File: config.mk
export PLATFORM = sky130hd
export DESIGN_NAME = mpu_clock_ctrl
export DESIGN_NICKNAME = d
export VERILOG_FILES = /design/src/rtl/mpu_clk_pkg.sv /design/src/rtl/mpu_phase_gen.sv /design/src/rtl/mpu_clock_ctrl.sv
export SDC_FILE = /design/constraint.sdc
export NUM_CORES = 1
export LEC_CHECK = 0
export BUFFER_PORTS_ARGS = -buffer_cell sky130_fd_sc_hd__buf_2
export CAP_MARGIN = 15
export CORE_UTILIZATION = 55
export CTS_CLUSTER_SIZE = 16
export DETAILED_ROUTE_END_ITERATION = 6
export PLACE_DENSITY = 0.72
export SLEW_MARGIN = 5
export SYNTH_ARGS = -nofsm -noshare
export SYNTH_HDL_FRONTEND = slang
export SYNTH_SLANG_ARGS = --single-unit
File: constraint.sdc
create_clock -name clk -period 3.1 [get_ports clk]
set_input_delay 0.31 -clock clk [delete_from_list [all_inputs] [get_ports clk]]
set_output_delay 0.31 -clock clk [all_outputs]
set_load 0.01 [all_outputs]
File: src/rtl/mpu_clk_pkg.sv
// Shared types for the 6502 PHI0 clock controller: mode encodings, the
// controller state type and a small counter-width helper.
package mpu_clk_pkg;

  localparam int unsigned MODE_W = 2;

  // Front-panel mode selector encodings
  typedef enum logic [MODE_W-1:0] {
    MODE_STOP  = 2'b00,
    MODE_RUN   = 2'b01,
    MODE_STEP  = 2'b10,
    MODE_BURST = 2'b11
  } mode_e;

  // Controller states
  typedef enum logic [1:0] {
    ST_IDLE  = 2'b00,
    ST_RUN   = 2'b01,
    ST_BURST = 2'b10,
    ST_RESET = 2'b11
  } state_e;

  // Bits needed to hold the values 0..n-1 (at least one bit)
  function automatic int unsigned bits_for(input int unsigned n);
    return (n < 2) ? 1 : $clog2(n);
  endfunction

endpackage

File: src/rtl/mpu_phase_gen.sv
// PHI0 phase generator: divides clk by HALF_DIV per half period and drives
// the registered mpu_clk. A cycle is a low phase followed by a high phase;
// a new cycle starts only once the high phase has fully elapsed and
// cycle_req is high, otherwise mpu_clk parks high.
// Ports:
//   clk, rst_n   system clock, async active-low reset
//   cycle_req    level: keep producing PHI0 cycles
//   mpu_clk      registered PHI0 (idles high)
//   phi_fall     1-clk strobe on the edge mpu_clk goes low
//   phi_rise     1-clk strobe on the edge mpu_clk goes high
//   rise_c       combinational: the coming clk edge is a rise
module mpu_phase_gen
  import mpu_clk_pkg::*;
#(
  parameter int unsigned HALF_DIV = 25_000_000
) (
  input  logic clk,
  input  logic rst_n,
  input  logic cycle_req,
  output logic mpu_clk,
  output logic phi_fall,
  output logic phi_rise,
  output logic rise_c
);

  localparam int unsigned      DIV_W = bits_for(HALF_DIV);
  localparam logic [DIV_W-1:0] LAST  = DIV_W'(HALF_DIV - 1);

  logic [DIV_W-1:0] cnt_q, cnt_d;
  logic             clk_q, clk_d;
  logic             fall_q, fall_d;
  logic             rise_q, rise_d;
  logic             phase_done;

  // Phase counter and clock edge selection; counter saturates at LAST while parked
  always_comb begin
    cnt_d      = cnt_q;
    clk_d      = clk_q;
    fall_d     = 1'b0;
    rise_d     = 1'b0;
    phase_done = (cnt_q == LAST);
    if (!clk_q) begin
      if (phase_done) begin
        clk_d  = 1'b1;
        rise_d = 1'b1;
        cnt_d  = '0;
      end else begin
        cnt_d = cnt_q + DIV_W'(1);
      end
    end else begin
      if (phase_done) begin
        if (cycle_req) begin
          clk_d  = 1'b0;
          fall_d = 1'b1;
          cnt_d  = '0;
        end
      end else begin
        cnt_d = cnt_q + DIV_W'(1);
      end
    end
  end

  // Reset leaves the generator parked high with the high phase complete
  always_ff @(posedge clk or negedge rst_n) begin
    if (!rst_n) begin
      cnt_q  <= LAST;
      clk_q  <= 1'b1;
      fall_q <= 1'b0;
      rise_q <= 1'b0;
    end else begin
      cnt_q  <= cnt_d;
      clk_q  <= clk_d;
      fall_q <= fall_d;
      rise_q <= rise_d;
    end
  end

  assign mpu_clk  = clk_q;
  assign phi_fall = fall_q;
  assign phi_rise = rise_q;
  assign rise_c   = rise_d;

endmodule

File: src/rtl/mpu_clock_ctrl.sv
// 6502 PHI0 clock generator/sequencer. Offers STOP/RUN/STEP/BURST modes,
// an N-cycle burst per button press, a clocked MPU reset sequence and
// clk-domain phase strobes. All state changes take effect on a PHI0 rise
// (cycle boundary) except leaving IDLE, which happens immediately.
// Ports:
//   clk, rst_n   system clock, async active-low reset
//   mode         00 STOP, 01 RUN, 10 STEP, 11 BURST
//   step_press   1-clk press pulse (STEP/BURST start)
//   burst_len    cycles per BURST press, sampled on the accepted press
//   rst_req      1-clk pulse requesting the MPU reset sequence
//   mpu_clk      PHI0 to the MPU (registered, idles high)
//   mpu_rst_n    MPU RESB (registered)
//   phi_fall     strobe on the edge PHI0 goes low
//   phi_rise     strobe on the edge PHI0 goes high
//   busy         high whenever not IDLE
//   cycle_cnt    completed PHI0 cycles since the last reset release
module mpu_clock_ctrl
  import mpu_clk_pkg::*;
#(
  parameter int unsigned HALF_DIV   = 25_000_000,
  parameter int unsigned CNT_W      = 16,
  parameter int unsigned RST_CYCLES = 8,
  parameter int unsigned AUTO_RST   = 1
) (
  input  logic             clk,
  input  logic             rst_n,
  input  logic [1:0]       mode,
  input  logic             step_press,
  input  logic [CNT_W-1:0] burst_len,
  input  logic             rst_req,
  output logic             mpu_clk,
  output logic             mpu_rst_n,
  output logic             phi_fall,
  output logic             phi_rise,
  output logic             busy,
  output logic [CNT_W-1:0] cycle_cnt
);

  localparam int unsigned      RC_W      = bits_for(RST_CYCLES + 1);
  localparam logic [RC_W-1:0]  RC_LOAD   = RC_W'(RST_CYCLES);
  localparam state_e           RST_STATE = (AUTO_RST != 0) ? ST_RESET : ST_IDLE;
  localparam logic             RST_BUSY  = (AUTO_RST != 0);

  state_e           state_q, state_d;
  logic [CNT_W-1:0] rem_q, rem_d;
  logic [RC_W-1:0]  rc_q, rc_d;
  logic             rst_pend_q, rst_pend_d;
  logic             mpu_rst_n_q, mpu_rst_n_d;
  logic             busy_q, busy_d;
  logic [CNT_W-1:0] cycle_cnt_q, cycle_cnt_d;

  mode_e            mode_in;
  logic             pend_any;
  logic             rise_c;
  logic             cycle_req;

  assign mode_in   = mode_e'(mode);
  assign pend_any  = rst_pend_q | rst_req;
  assign cycle_req = (state_q != ST_IDLE);

  mpu_phase_gen #(
    .HALF_DIV (HALF_DIV)
  ) u_phase (
    .clk       (clk),
    .rst_n     (rst_n),
    .cycle_req (cycle_req),
    .mpu_clk   (mpu_clk),
    .phi_fall  (phi_fall),
    .phi_rise  (phi_rise),
    .rise_c    (rise_c)
  );

  // State register
  always_ff @(posedge clk or negedge rst_n) begin
    if (!rst_n) begin
      state_q     <= RST_STATE;
      rem_q       <= '0;
      rc_q        <= RC_LOAD;
      rst_pend_q  <= 1'b0;
      mpu_rst_n_q <= 1'b0;
      busy_q      <= RST_BUSY;
      cycle_cnt_q <= '0;
    end else begin
      state_q     <= state_d;
      rem_q       <= rem_d;
      rc_q        <= rc_d;
      rst_pend_q  <= rst_pend_d;
      mpu_rst_n_q <= mpu_rst_n_d;
      busy_q      <= busy_d;
      cycle_cnt_q <= cycle_cnt_d;
    end
  end

  // Next state: a pending reset request outranks everything else and is
  // consumed when it is taken (at once from IDLE, otherwise at a rise)
  always_comb begin
    state_d    = state_q;
    rem_d      = rem_q;
    rc_d       = rc_q;
    rst_pend_d = pend_any;
    unique case (state_q)
      ST_IDLE: begin
        if (pend_any) begin
          state_d    = ST_RESET;
          rc_d       = RC_LOAD;
          rst_pend_d = 1'b0;
        end else if (mode_in == MODE_RUN) begin
          state_d = ST_RUN;
        end else if (step_press && mode_in == MODE_STEP) begin
          state_d = ST_BURST;
          rem_d   = CNT_W'(1);
        end else if (step_press && mode_in == MODE_BURST && burst_len != '0) begin
          state_d = ST_BURST;
          rem_d   = burst_len;
        end
      end
      ST_RUN, ST_BURST, ST_RESET: begin
        if (rise_c) begin
          if (pend_any) begin
            state_d    = ST_RESET;
            rc_d       = RC_LOAD;
            rst_pend_d = 1'b0;
          end else if (state_q == ST_RUN) begin
            if (mode_in != MODE_RUN) state_d = ST_IDLE;
          end else if (state_q == ST_BURST) begin
            rem_d = rem_q - CNT_W'(1);
            if (rem_q == CNT_W'(1)) state_d = ST_IDLE;
          end else begin
            rc_d = rc_q - RC_W'(1);
            if (rc_q == RC_W'(1)) state_d = ST_IDLE;
          end
        end
      end
      default: state_d = ST_IDLE;
    endcase
  end

  // Registered outputs: RESB follows reset-sequence entry/exit, cycle
  // count advances on rises outside RESET and clears on release
  always_comb begin
    mpu_rst_n_d = mpu_rst_n_q;
    busy_d      = (state_d != ST_IDLE);
    cycle_cnt_d = cycle_cnt_q;
    if (state_d == ST_RESET) begin
      mpu_rst_n_d = 1'b0;
    end else if (state_q == ST_RESET) begin
      mpu_rst_n_d = 1'b1;
    end
    if (rise_c) begin
      if (state_q == ST_RESET) begin
        if (state_d == ST_IDLE) cycle_cnt_d = '0;
      end else begin
        cycle_cnt_d = cycle_cnt_q + CNT_W'(1);
      end
    end
  end

  assign mpu_rst_n = mpu_rst_n_q;
  assign busy      = busy_q;
  assign cycle_cnt = cycle_cnt_q;

endmodule

Word level (Yosys, flattened, before mapping)
Cells that the tools add are included.
Widths: inputs -> output; s select.
{ "classes": {"reduce_logical": 13, "eq_ne": 23, "bitwise": 1, "add_sub_neg": 4, "muxes": 45} }
{ "ops": {"columns": ["op", "count"], "rows": [
  ["$mux 16", 10],
  ["$mux 25", 4],
  ["$pmux 16 s2", 1],
  ["$add 25x1->25 const B", 1],
  ["$eq 25x25->1 const B", 1],
  ["$mux 2", 11],
  ["$mux 4", 5],
  ["$add 16x1->16 const B", 1],
  ["$eq 16x1->1 const B", 1],
  ["$reduce_bool 16->1", 1],
  ["$sub 16x1->16 const B", 1],
  ["$ne 2x2->1 const B", 6],
  ["$ne 3x3->1 const B", 4],
  ["$mux 1", 11],
  ["$eq 2x2->1 const B", 5],
  ["$pmux 4 s2", 1],
  ["$reduce_and 7->1", 1],
  ["$ne 2x1->1 const B", 3],
  ["$reduce_bool 2->1", 3],
  ["$eq 2x1->1 const B", 2],
  ["$eq 4x1->1 const B", 1],
  ["$logic_not 2->1", 2],
  ["$pmux 2 s2", 1],
  ["$reduce_and 4->1", 1],
  ["other kinds (6)", 8]
]} }
{ "totals": {"reg_bits": 69, "in_bits": 22, "output_inout_bits": 21} }

Depth between registers and ports, before layout
Gate-level depths: netlist of run 1.
{ "depth": {"word_depth": 11, "depth_mapped": 8, "depth_no_buf": 7} }

By module
Synthesis of run 1 repeated with hierarchy kept, for this count alone.
{ "hier_totals": {"hier_cells": 442, "hier_area_um2": 4117.7} }
{ "modules_own_cells": {"columns": ["module", "area_per_inst_um2", "n_inst", "seq_area_each_um2", "cells_per_inst"], "rows": [
  ["mpu_clock_ctrl", 2675.1, 1, 1031.0, 299],
  ["mpu_phase_gen", 1442.6, 1, 723.2, 143]
]} }

Least setup slack after synthesis of run 1
Ideal clock, no wire load.
{ "synth_timing": {"path_kind": "flip-flop to flip-flop", "startpoint": "reg rc_q[1]", "endpoint": "reg cycle_cnt_q[12], in the netlist cycle_cnt[12]", "arrival_ns": 2.247, "slack_ns": 0.775, "stages_incl_launch_ff": 9, "t_required_ns": 3.022, "cell_sequence": "dfrtp_1 inv_1 ha_1 or3b_1 o21a_1 or4_1 buf_2 or3_1 a21oi_1"} }
{ "synth_via": {"elab_chain_len": 10} }
{ "synth_rtl": {"columns": ["item", "line_no", "rtl"], "rows": [
  ["from (decl)", "mpu_clock_ctrl.sv:46", "logic [RC_W-1:0] rc_q, rc_d;"],
  ["from (signal assigned)", "mpu_clock_ctrl.sv:86", "rc_q <= rc_d;"],
  ["$eq 4x1->1", "mpu_clock_ctrl.sv:130", "if (rc_q == RC_W'(1)) state_d = ST_IDLE;"],
  ["$mux 2", "mpu_clock_ctrl.sv:130", null],
  ["$mux 2", "mpu_clock_ctrl.sv:125", "end else if (state_q == ST_BURST) begin"],
  ["$mux 2", "mpu_clock_ctrl.sv:123", "end else if (state_q == ST_RUN) begin"],
  ["$mux 2", "mpu_clock_ctrl.sv:119", "if (pend_any) begin"],
  ["$mux 2", "mpu_clock_ctrl.sv:118", "if (rise_c) begin"],
  ["$pmux 2 s2", "mpu_clock_ctrl.sv:101", "unique case (state_q)"],
  ["$logic_not 2->1", "mpu_clock_ctrl.sv:151", "if (state_d == ST_IDLE) cycle_cnt_d = '0;"],
  ["$ne 2x1->1 (no source line)", null, null],
  ["$reduce_and 2->1 (no source line)", null, null],
  ["to (signal assigned)", "mpu_clock_ctrl.sv:90", "cycle_cnt_q <= cycle_cnt_d;"],
  ["to (decl)", "mpu_clock_ctrl.sv:50", "logic [CNT_W-1:0] cycle_cnt_q, cycle_cnt_d;"]
]} }
No other way between the ends.
A chain may end at the register's enable or synchronous reset.

Worst setup path after layout of run 1
{ "layout_timing": {"startpoint": "reg u_phase.cnt_q[11]", "endpoint": "reg rem_q[14]"} }
{ "layout_via": {"elab_chain_len": 5} }
{ "layout_rtl": {"columns": ["item", "line_no", "rtl"], "rows": [
  ["from (decl)", "mpu_phase_gen.sv:29", "logic [DIV_W-1:0] cnt_q, cnt_d;"],
  ["from (signal assigned)", "mpu_phase_gen.sv:71", "cnt_q <= cnt_d;"],
  ["$eq 25x25->1", "mpu_phase_gen.sv:41", "phase_done = (cnt_q == LAST);"],
  ["$mux 1", "mpu_phase_gen.sv:43", "if (phase_done) begin"],
  ["$mux 1", "mpu_phase_gen.sv:42", "if (!clk_q) begin"],
  ["$ne 2x1->1 (no source line)", null, null],
  ["$reduce_and 7->1 (no source line)", null, null],
  ["to (signal assigned)", "mpu_clock_ctrl.sv:85", "rem_q <= rem_d;"],
  ["to (decl)", "mpu_clock_ctrl.sv:45", "logic [CNT_W-1:0] rem_q, rem_d;"]
]} }
No other way between the ends.

==> run summary, run 1 <==
Status - finished, final reports clean
Global-route wire length before repair - 16700 µm
DRC - 0
Total track usage - 27.7%
Crit-path max FO - 11
Share of layout cells above drive strength 1 - 22.1%
I/O pins - 43
Wire per inst - 17.1 µm
R2R depth - 6
Max incr delay on CP - 0.56 ns
Crit path required time - 3.32 ns
Gr ovfl total - 0
Post-synth top cells - dfrtp_1, a21oi_1, nor2_1
Largest cells by area after synthesis - dfrtp_1, dfstp_2, a21oi_1, o21ai_0, xnor2_1
Full die area - 7910 µm²
Critical path capture point type - register
Internal Power - 1.27 mW
Main synth FF type - dfrtp_1
Netlist cell types - 63
Syn nets - 482
Yosys reg bits - 69
Pwr Density - 366 nW/µm²
Vias in the first global route - 3490
Fin crit period - 2.65 ns
Core area - 7290 µm²
Worst Setup Start Kind - register
RSZ-0062 raised after global routing - no
Syn Std Cell Area - 4160 µm²
Reg-to-reg critical path startpoint - u_phase.cnt_q[11]
Die H - 88.9 µm
Slew at the pin closest to its max-slew limit - 0.937 ns
Setup WS post-layout - 0.449 ns
Synth warnings - 0
Peak supply drop - 0.000254 V
Worst slew margin - 37.3%
1st-pass router iterations - 5
Logic pwr share - 6.1%
Post-DRT Antenna Nets - 0
H-tree depth - 3
Seq pwr share - 55.1%
Clock share of power - 38.8%
Sink Count - 69
Worst Hold Class - input pin to asynchronous set/reset pin
Port Buffers - 42
Leak - 1.87 nW
Cells after Synth - 454
Worst path cell trace - or4bb_1, nor4_1, and4_1, buf_4, or2_2, a22oi_1
Die extent in x - 88.9 µm
Fin. max-slew vios - 0
Largest net degree at the start of global routing - 36
Switching power total - 0.429 mW
Fin Clk Skew - 0.0100 ns
CTS Root Cell - clkbuf_8
Final setup fails - 0
Async set or reset register ratio after synthesis - 100%
Final core utilization - 63.5%
Routing usage on met1 - 38.2%
Max capacitance violation total - 0
CTS buffer count - 9
# Post-CTS Setup Buffers - 0
HPWL Detailed - 7540 µm
Initial DRC count - 254
Hold buffers post-CTS - 0
Net Sw Frac - 25.3%
Max Freq - 377 MHz
Met2 usage - 43.4%
Yosys top cell area share - 28.3%
CP max stage cell - dfstp_2
Vias - 3788
CP Data Arrival Time - 2.87 ns
Crit path kind - register to register
# nets final - 525
Clock Tree Buf Depth - 2
CTS tree - done
Synth Area per Inst - 9.15 µm²
Initial Util - 57.0%
Ant. Diodes - 0
Pre-CTS WS - 0.497 ns
GPL Wtd Cong - 0.870
Clock Pin Slew Worst Setup and Hold Paths - 0.08 ns
Global Route met3 Usage - 4.43%
Fin crit share - 85.5%
Post-synth EDFFs - 0
Worst-Skew Late Latency - 0.36 ns
Hold Fails Final Rpt - 0
Layer with the highest usage - met2
Synthesis-to-finish area growth - 11.4%
# rows - 31
Vias/cell - 6.30
# fillers - 658
Detailed-route wire length - 10300 µm
Most common cell in the netlist - dfrtp_1
Setup_tns - 0 ns
Yosys top cell by area - dfrtp_1
Post-synthesis sequential area ratio - 42.2%
Initial antenna violation count - 0
Setup crit start - u_phase.cnt_q[11]
Post_cts resized - 0
-- flip-flops by register name (all words and copies together), names as in the netlist, 2 cells and up --
register       flops
rem_q             16
state_q            2
cycle_cnt         16
u_phase.cnt_q     25
rc_q               4
-- metrics by stage --
step	hold WS, ns	area (µm²)	std cells	power (mW)
2_1_floorplan	0.0144	4160	454	1.01
5_1_grt	0.0935	4630	601	1.76
3_3_place_gp	0.436	4460	585	1.05
4_1_cts	0.0650	4630	601	1.71
6_report	0.0372	4630	601	1.70
3_5_place_dp	0.443	4460	585	1.05
-- critical path, delay by kind of cell (launching register included) --
kind                   cells  cell delay, ns
AO/OA/AOI/OAI              1            0.13
AND/OR/NAND/NOR            4            1.59
buffers and inverters      1            0.23
flip-flops                 1            0.56
-- worst paths after layout --
kind / endpoint / slack, ns
worst min register to register: rc_q[3] / 0.53
worst min-delay path: cycle_cnt[10] / 0.04
min in group clk: rem_q[7] / 0.24
max in group asynchronous: u_phase.cnt_q[1] / 2.32
worst max-delay path: rem_q[14] / 0.45
worst max register to register: rem_q[14] / 0.45
-- cell type report --
| type | count | area (µm²) | area share (%) |
|---|---|---|---|
| Clock buffer | 13 | 149 | 3.22 |
| Clock inverter | 3 | 21.3 | 0.459 |
| Tap cell | 99 | 124 | 2.67 |
| Timing Repair Buffer | 50 | 283 | 6.11 |
| Inverter | 20 | 75.1 | 1.62 |
| Sequential cell | 69 | 1750 | 37.9 |
| Multi-Input combinational cell | 347 | 2220 | 48.0 |
-- layer usage --
metal / up-vias / wire (µm)
li1: 1799 / -
met1: 1828 / 4690
met2: 140 / 4810
met3: 21 / 584
met4: 0 / 207
met5: - / 0
-- cells in the final DEF, fill, tap and decap left out, drive strengths merged, types with 3 or more instances in the layout --
cell type / instances
a211o: 4
a21oi: 34
a22o: 7
a22oi: 7
a31oi: 9
and2: 6
and3: 11
and4: 7
buf: 50
clkbuf: 13
dfrtp: 47
dfstp: 22
ha: 6
inv: 20
nand2: 30
nand3: 17
nand4: 18
nor2: 34
nor3: 16
nor4: 17
o211ai: 4
o21a: 3
o21ai: 30
o22ai: 8
o2bb2ai: 5
or2: 4
or3: 8
or4: 6
or4bb: 3
xnor2: 16
xor2: 5
-- logic make-up (layout without fill, tap and decap cells) --
logic type | Yosys count | in the layout | share of synthesized area (%)
AOI/OAI and AO/OA | 125 | 125 | 19.0
xor gates and xnor gates | 21 | 21 | 4.43
adders and majority gates | 6 | 6 | 1.81
buffers and inverters | 38 | 86 | 4.37
DFF | 69 | 69 | 42.2
muxes | 1 | 1 | 0.271
and+or+nand+nor | 194 | 194 | 27.9
-- power by group through the flow --
stage          logic, mW  registers (mW)  clock network (mW)
6_report           0.103           0.934               0.657
5_1_grt            0.118           0.936               0.711
4_1_cts            0.105           0.934               0.667
3_5_place_dp       0.104           0.950                   0
3_3_place_gp       0.102           0.950                   0
2_1_floorplan     0.0710           0.939                   0
Note: power is estimated with default switching activity, not from simulation.
==> inputs of run 2 (changes only) <==
Settings changed: CORE_UTILIZATION 55 to 35, PLACE_DENSITY 0.72 to 0.49.
==> run 2 against run 1 <==
Net effect:
- the flow now finishes with violations (DRC)
- utilization fell by 22 points
- cell count rose by 7.3%
- power rose by 22%
- hold slack got worse by 0.0010 ns
- first-iteration DRC count rose by 21%
- combinational power rose by 7%
- fmax rose by 4.5%
- non-clock buffer count did not move
- sequential share of layout area fell by 1.4 points
- critical path type unchanged
- largest cell class unchanged
==> run summary, run 2 (synthesis gave the netlist of run 1 again) <==
Commonest non-fill, non-tap cell in the layout - dfrtp_1 (unchanged)
Core area - 11500 µm² (was 7290 µm²)
Initial antenna violation count - 0 (unchanged)
Setup_tns - 0 ns (unchanged)
Clock Tree Buf Depth - 2 (unchanged)
Full die area - 12300 µm² (was 7910 µm²)
Critical path capture point type - register (unchanged)
CP max stage cell - dfstp_2 (unchanged)
RSZ-0062 raised after global routing - no (unchanged)
Vias - 3672 (was 3788)
HPWL Detailed - 8010 µm (was 7540 µm)
Max Freq - 394 MHz (was 377 MHz)
Global-route wire length before repair - 18100 µm (was 16700 µm)
Final setup fails - 0 (unchanged)
Ant. Diodes - 0 (unchanged)
Clock Pin Slew Worst Setup and Hold Paths - 0.06 ns (was 0.08 ns)
Status - complete, but fails checks (was finished, final reports clean)
Largest net degree at the start of global routing - 41 (was 36)
Worst path cell trace - or4bb_1, nor4_1, and4_1, nor2_1, a211o_1 (was or4bb_1, nor4_1, and4_1, buf_4, or2_2, a22oi_1)
CP Data Arrival Time - 2.76 ns (was 2.87 ns)
Switching power total - 0.477 mW (was 0.429 mW)
Max capacitance violation total - 0 (unchanged)
Fin Clk Skew - 0.00410 ns (was 0.0100 ns)
Gr ovfl total - 0 (unchanged)
# rows - 39 (was 31)
Slew at the pin closest to its max-slew limit - 0.872 ns (was 0.937 ns)
Total power - 2.07 mW (was 1.70 mW)
CTS tree - done (unchanged)
Largest register FFs - 25 (unchanged)
Crit-path max FO - 11 (unchanged)
Max incr delay on CP - 0.56 ns (about the same)
Commonest non-fill, non-tap cells in the layout - dfrtp_1, buf_2, nor2_1, a21oi_1 (unchanged)
Fin crit share - 81.9% (was 85.5%)
Pwr Density - 431 nW/µm² (was 366 nW/µm²)
Vias in the first global route - 3484 (was 3490)
I/O pins - 43 (unchanged)
Clock share of power - 49.7% (was 38.8%)
Leak - 1.93 nW (was 1.87 nW)
Total track usage - 18.8% (was 27.7%)
Vias/cell - 5.69 (was 6.30)
Worst Path Buf+Inv - 0 (was 1)
Share of layout cells above drive strength 1 - 22.5% (was 22.1%)
Sink Count - 69 (unchanged)
Die extent in x - 111 µm (was 88.9 µm)
Post-DRT Antenna Nets - 0 (unchanged)
Worst Hold Class - input pin to asynchronous set/reset pin (unchanged)
Crit path required time - 3.32 ns (about the same)
GPL Wtd Cong - 0.834 (was 0.870)
Net Sw Frac - 23.0% (was 25.3%)
Worst-Skew Late Latency - 0.34 ns (was 0.36 ns)
Post_cts resized - 0 (unchanged)
Fin crit period - 2.54 ns (was 2.65 ns)
Hold buffers post-CTS - 0 (unchanged)
Crit path kind - register to register (unchanged)
Port Buffers - 42 (unchanged)
Fin. max-slew vios - 0 (unchanged)
CTS Root Cell - clkbuf_16 (was clkbuf_8)
1st-pass router iterations - 7 (was 5)
H-tree depth - 3 (unchanged)
Initial Util - 36.1% (was 57.0%)
Internal Power - 1.59 mW (was 1.27 mW)
Initial DRC count - 307 (was 254)
Worst Setup Start Kind - register (unchanged)
DRC - 9 (was 0)
Seq pwr share - 45.0% (was 55.1%)
CTS buffer count - 9 (unchanged)
Synthesis-to-finish area growth - 15.7% (was 11.4%)
Peak supply drop - 0.000208 V (was 0.000254 V)
CP top delay family - simple AND/OR/NAND/NOR gates (unchanged)
Logic pwr share - 5.3% (was 6.1%)
Detailed-route wire length - 11000 µm (was 10300 µm)
# Post-CTS Setup Buffers - 0 (unchanged)
Hold Fails Final Rpt - 0 (unchanged)
# nets final - 525 (unchanged)
Wire per inst - 17.1 µm (about the same)
Worst slew margin - 41.7% (was 37.3%)
Reg with most FFs - u_phase.cnt_q (unchanged)
Die H - 111 µm (was 88.9 µm)
Failing checks - DRC
run 2: worst paths after layout:
path | start | endpoint | slack (ns) | cells after the start
setup / recovery | u_phase.cnt_q[11] | rem_q[2] | 0.56 | 5
hold / removal | rst_n | cycle_cnt[13] | 0.04 | 1
setup reg to reg | u_phase.cnt_q[11] | rem_q[2] | 0.56 | 5
hold reg to reg | rem_q[10] | rem_q[10] | 0.52 | 1
max in group asynchronous | rst_n | u_phase.cnt_q[16] | 2.33 | 2
min in group clk | burst_len[7] | rem_q[7] | 0.25 | 3
run 2: stage by stage:
step           instances  instance area, µm²  worst slack, ns  utilization [%]  hold WS (ns)
3_3_place_gp         629                4520            0.616             39.2         0.425
5_1_grt              645                4810            0.345             41.8        0.0931
4_1_cts              645                4810            0.542             41.8        0.0586
2_1_floorplan        454                4160            0.775                -        0.0144
6_report             645                4810            0.563             41.8        0.0362
3_5_place_dp         629                4520            0.557             39.2         0.422
run 2: metal layers:
metal	wire, µm	track usage, %	up-vias	share of wire [%]
met5	0	0	-	0
met4	98	8.49	0	0.89
met3	409	3.12	8	3.7
met2	5060	28.8	80	46
met1	5440	26.1	1786	49
li1	-	-	1798	-
run 2: layout make-up:
type	instances	area, µm²
flip-flops and latches	69	1750
well taps	143	179
repair buffers	50	283
multi-input cells	347	2220
clock buffers	11	243
fillers	1145	6710
clock inverters	5	50.0
inverters	20	75.1
run 2: worst register-to-register path: cells and delay by family (launching register included):
kind | cells | cell delay, ns
and+or+nand+nor | 4 | 1.55
AOI/OAI and AO/OA | 1 | 0.31
DFF | 1 | 0.56
run 2: power groups by stage:
stage | sequential [mW] | clock (mW) | combinational, mW
after floorplan | 0.939 | 0 | 0.0710
after global placement | 0.948 | 0 | 0.113
after detailed placement | 0.948 | 0 | 0.112
after CTS | 0.933 | 1.06 | 0.112
after global routing | 0.934 | 1.10 | 0.125
final | 0.933 | 1.03 | 0.110
==> inputs of run 3 (changes only) <==
Settings changed: ABC_AREA set to 1, PLACE_DENSITY 0.49 to 0.51.
Clock period 3.1 ns to 2.2 ns, I/O delays scaled along.
==> run 3 against run 2 <==
Net effect:
- the run now ends clean
- power increased by 42%
- die area increased by 3.4%
- worst setup slack got worse by 0.44 ns
- clock power increased by 34%
- highest routed layer unchanged
- utilization increased by 2.1 points
- sequential share of layout area decreased by 3.2 points
- sequential cell count unchanged
- clock skew increased by 0.0030 ns
- first-iteration DRC count decreased by 12%
- register-to-register slack got worse by 0.44 ns
- largest power group unchanged
- hold slack improved by 0.15 ns
- fmax increased by 22%
==> run summary, run 3 <==
Post-synthesis sequential area ratio - 40.8% (was 42.2%)
Pwr Density - 560 nW/µm² (was 431 nW/µm²)
CP Data Arrival Time - 2.35 ns (was 2.76 ns)
Setup crit start - u_phase.cnt_q[1] (was u_phase.cnt_q[11])
Switching power total - 0.752 mW (was 0.477 mW)
# nets final - 682 (was 525)
Seq pwr share - 44.7% (was 45.0%)
Yosys top cell by area - dfrtp_1 (unchanged)
1st-pass router iterations - 4 (was 7)
Vias - 4026 (was 3672)
Crit path kind - register to register (unchanged)
# rows - 40 (was 39)
Initial antenna violation count - 0 (unchanged)
Yosys top cell area share - 27.4% (was 28.3%)
Worst Setup Start Kind - register (unchanged)
Total track usage - 17.9% (was 18.8%)
Most common cell in the netlist - nand2_1 (was dfrtp_1)
Vias/cell - 5.00 (was 5.69)
Port Buffers - 42 (unchanged)
Post-DRT Antenna Nets - 0 (unchanged)
Post-Synth XOR/XNOR Area - 5.71% (was 4.43%)
CTS Root Cell - clkbuf_16 (unchanged)
Initial DRC count - 270 (was 307)
Leak - 2.33 nW (was 1.93 nW)
Hold Fails Final Rpt - 0 (unchanged)
Netlist cell types - 40 (was 63)
Reg-to-reg critical path startpoint - u_phase.cnt_q[1] (was u_phase.cnt_q[11])
Global-route wire length before repair - 18300 µm (was 18100 µm)
Peak supply drop - 0.000353 V (was 0.000208 V)
Largest family of logic cells by synthesized area - simple AND/OR/NAND/NOR gates (unchanged)
Post-synth top cells - nand2_1, nor2_1, inv_1 (was dfrtp_1, a21oi_1, nor2_1)
Fin crit share - 94.4% (was 81.9%)
Pre-CTS WS - 0.0448 ns (was 0.557 ns)
H-tree depth - 3 (unchanged)
Clock Tree Buf Depth - 2 (unchanged)
Internal Power - 2.20 mW (was 1.59 mW)
Global Route met3 Usage - 2.14% (was 3.12%)
Final instance area - 5270 µm² (was 4810 µm²)
Synth Area in Compound Gates - 9.81% (was 19.0%)
Largest register FFs - 25 (unchanged)
Reg with most FFs - u_phase.cnt_q (unchanged)
Critical path capture point type - register (unchanged)
Commonest non-fill, non-tap cells in the layout - nand2_1, nor2_1, inv_1, dfrtp_1, buf_2 (was dfrtp_1, buf_2, nor2_1, a21oi_1)
DRC - 0 (was 9)
DP Area - 4760 µm² (was 4520 µm²)
Max Freq - 481 MHz (was 394 MHz)
Syn Std Cell Area - 4300 µm² (was 4160 µm²)
Core area - 12000 µm² (was 11500 µm²)
Logic pwr share - 8.4% (was 5.3%)
Crit path required time - 2.47 ns (was 3.32 ns)
Fin Clk Skew - 0.00713 ns (was 0.00410 ns)
Die extent in x - 113 µm (was 111 µm)
GPL Wtd Cong - 0.904 (was 0.834)
Synth Area per Inst - 7.31 µm² (was 9.15 µm²)
Sink Count - 69 (unchanged)
Worst slew margin - 61.6% (was 41.7%)
Synth Area in Adders - 1.75% (was 1.81%)
Met2 usage - 29.3% (was 28.8%)
Full die area - 12700 µm² (was 12300 µm²)
Main synth FF type - dfrtp_1 (unchanged)
Wire per inst - 13.6 µm (was 17.1 µm)
Total power - 2.95 mW (was 2.07 mW)
Hold Startpoint - rst_req
Cells after Synth - 588 (was 454)
Clock Pin Slew Worst Setup and Hold Paths - 0.06 ns (about the same)
Worst Hold Class - input pin to register (was input pin to asynchronous set/reset pin)
Post-synth EDFFs - 0 (unchanged)
Synth warnings - 0 (unchanged)
Max capacitance violation total - 0 (unchanged)
Layer with the highest usage - met2 (unchanged)
Syn nets - 616 (was 482)
HPWL Detailed - 7840 µm (was 8010 µm)
Commonest non-fill, non-tap cell in the layout - nand2_1 (was dfrtp_1)
Crit-path max FO - 7 (was 11)
Share of layout cells above drive strength 1 - 22.0% (was 22.5%)
Multiplexer share of the synthesized area - 0% (was 0.271%)
Yosys reg bits - 69 (unchanged)
Post-Synth Simple-Gate Area - 34.5% (was 27.9%)
Initial Util - 35.8% (was 36.1%)
CTS buffer count - 9 (unchanged)
Async set or reset register ratio after synthesis - 100% (unchanged)
Routing usage on met1 - 24.0% (was 26.1%)
Fin crit period - 2.08 ns (was 2.54 ns)
Slew at the pin closest to its max-slew limit - 0.576 ns (was 0.872 ns)
Die H - 113 µm (was 111 µm)
Net Sw Frac - 25.5% (was 23.0%)
Fin. max-slew vios - 0 (unchanged)
Worst-Skew Late Latency - 0.34 ns (about the same)
Largest net degree at the start of global routing - 49 (was 41)
Setup WS post-layout - 0.123 ns (was 0.563 ns)
Status - finished, final reports clean (was complete, but fails checks)
Final setup fails - 0 (unchanged)
Gr ovfl total - 0 (unchanged)
Vias in the first global route - 3916 (was 3484)
CTS tree - done (unchanged)
Clock share of power - 46.9% (was 49.7%)
Ant. Diodes - 0 (unchanged)
Detailed-route wire length - 11000 µm (about the same)
Largest cells by area after synthesis - dfrtp_1, dfstp_2, nand2_1, nor2_1, inv_1 (was dfrtp_1, dfstp_2, a21oi_1, o21ai_0, xnor2_1)
I/O pins - 43 (unchanged)
Synthesis-to-finish area growth - 22.6% (was 15.7%)
run 3: through the flow:
| step | instances | utilization, % | hold slack (ns) | TNS (ns) |
|---|---|---|---|---|
| finish | 806 | 43.9 | 0.182 | 0 |
| global route | 806 | 43.9 | 0.213 | -0.00741 |
| CTS | 798 | 42.1 | 0.183 | 0 |
| detailed placement | 781 | 39.6 | 0.259 | 0 |
| global placement | 781 | 39.6 | 0.251 | 0 |
| floorplan | 588 | - | -0.0756 | 0 |
run 3: final timing paths:
check / endpoint / slack (ns) / cells after the start
worst max register to register: cycle_cnt[7] / 0.12 / 14
worst min-delay path: rst_pend_q / 0.18 / 3
worst max-delay path: cycle_cnt[7] / 0.12 / 14
min in group asynchronous: rem_q[7] / 0.42 / 2
max in group asynchronous: u_phase.cnt_q[14] / 1.07 / 3
worst min register to register: rem_q[15] / 0.48 / 2
run 3: power groups by stage:
stage	combinational, mW	clock, mW	sequential (mW)
2_1_floorplan	0.113	0	1.34
3_3_place_gp	0.201	0	1.34
3_5_place_dp	0.203	0	1.34
4_1_cts	0.206	1.42	1.32
5_1_grt	0.277	1.48	1.32
6_report	0.249	1.38	1.32
run 3: kinds of logic (layout without fill, tap and decap cells):
| kind of cell | after synthesis | count (layout) |
|---|---|---|
| AOI/OAI and AO/OA | 75 | 75 |
| xor gates and xnor gates | 28 | 28 |
| adders and majority gates | 6 | 6 |
| buffers and inverters | 80 | 150 |
| DFF | 69 | 69 |
| and+or+nand+nor | 330 | 331 |
run 3: layer usage:
layer,vias to the layer above,wire length [µm]
li1,2058,-
met1,1889,5370
met2,70,5090
met3,9,349
met4,0,145
met5,-,0
run 3: cell type report:
type	instances	area, µm²
clock buffers	10	239
clock inverters	6	45.0
fillers	1265	6740
inverters	69	259
multi-input cells	440	2370
flip-flops and latches	69	1750
well taps	147	184
repair buffers	65	423
run 3: critical path, cell delays in order (launching register included):
cell	delay [ns]
dfstp_2	0.56
ha_4	0.16
nand3_4	0.09
nor2_4	0.17
inv_2	0.06
nor2_2	0.09
nand3_2	0.11
nand2_4	0.11
nand3_2	0.08
nand2_2	0.10
nand2_4	0.07
nand2_8	0.11
clkbuf_16	0.17
nand3_2	0.05
nand2_1	0.07
run 3: what timing repair did:
item / in CTS / in global routing
hold buffers: 1 / 0
setup buffers: 0 / 6
resized for setup: 0 / 26
hold endpoints to repair: 20 / 0
setup endpoints to repair: 0 / 34
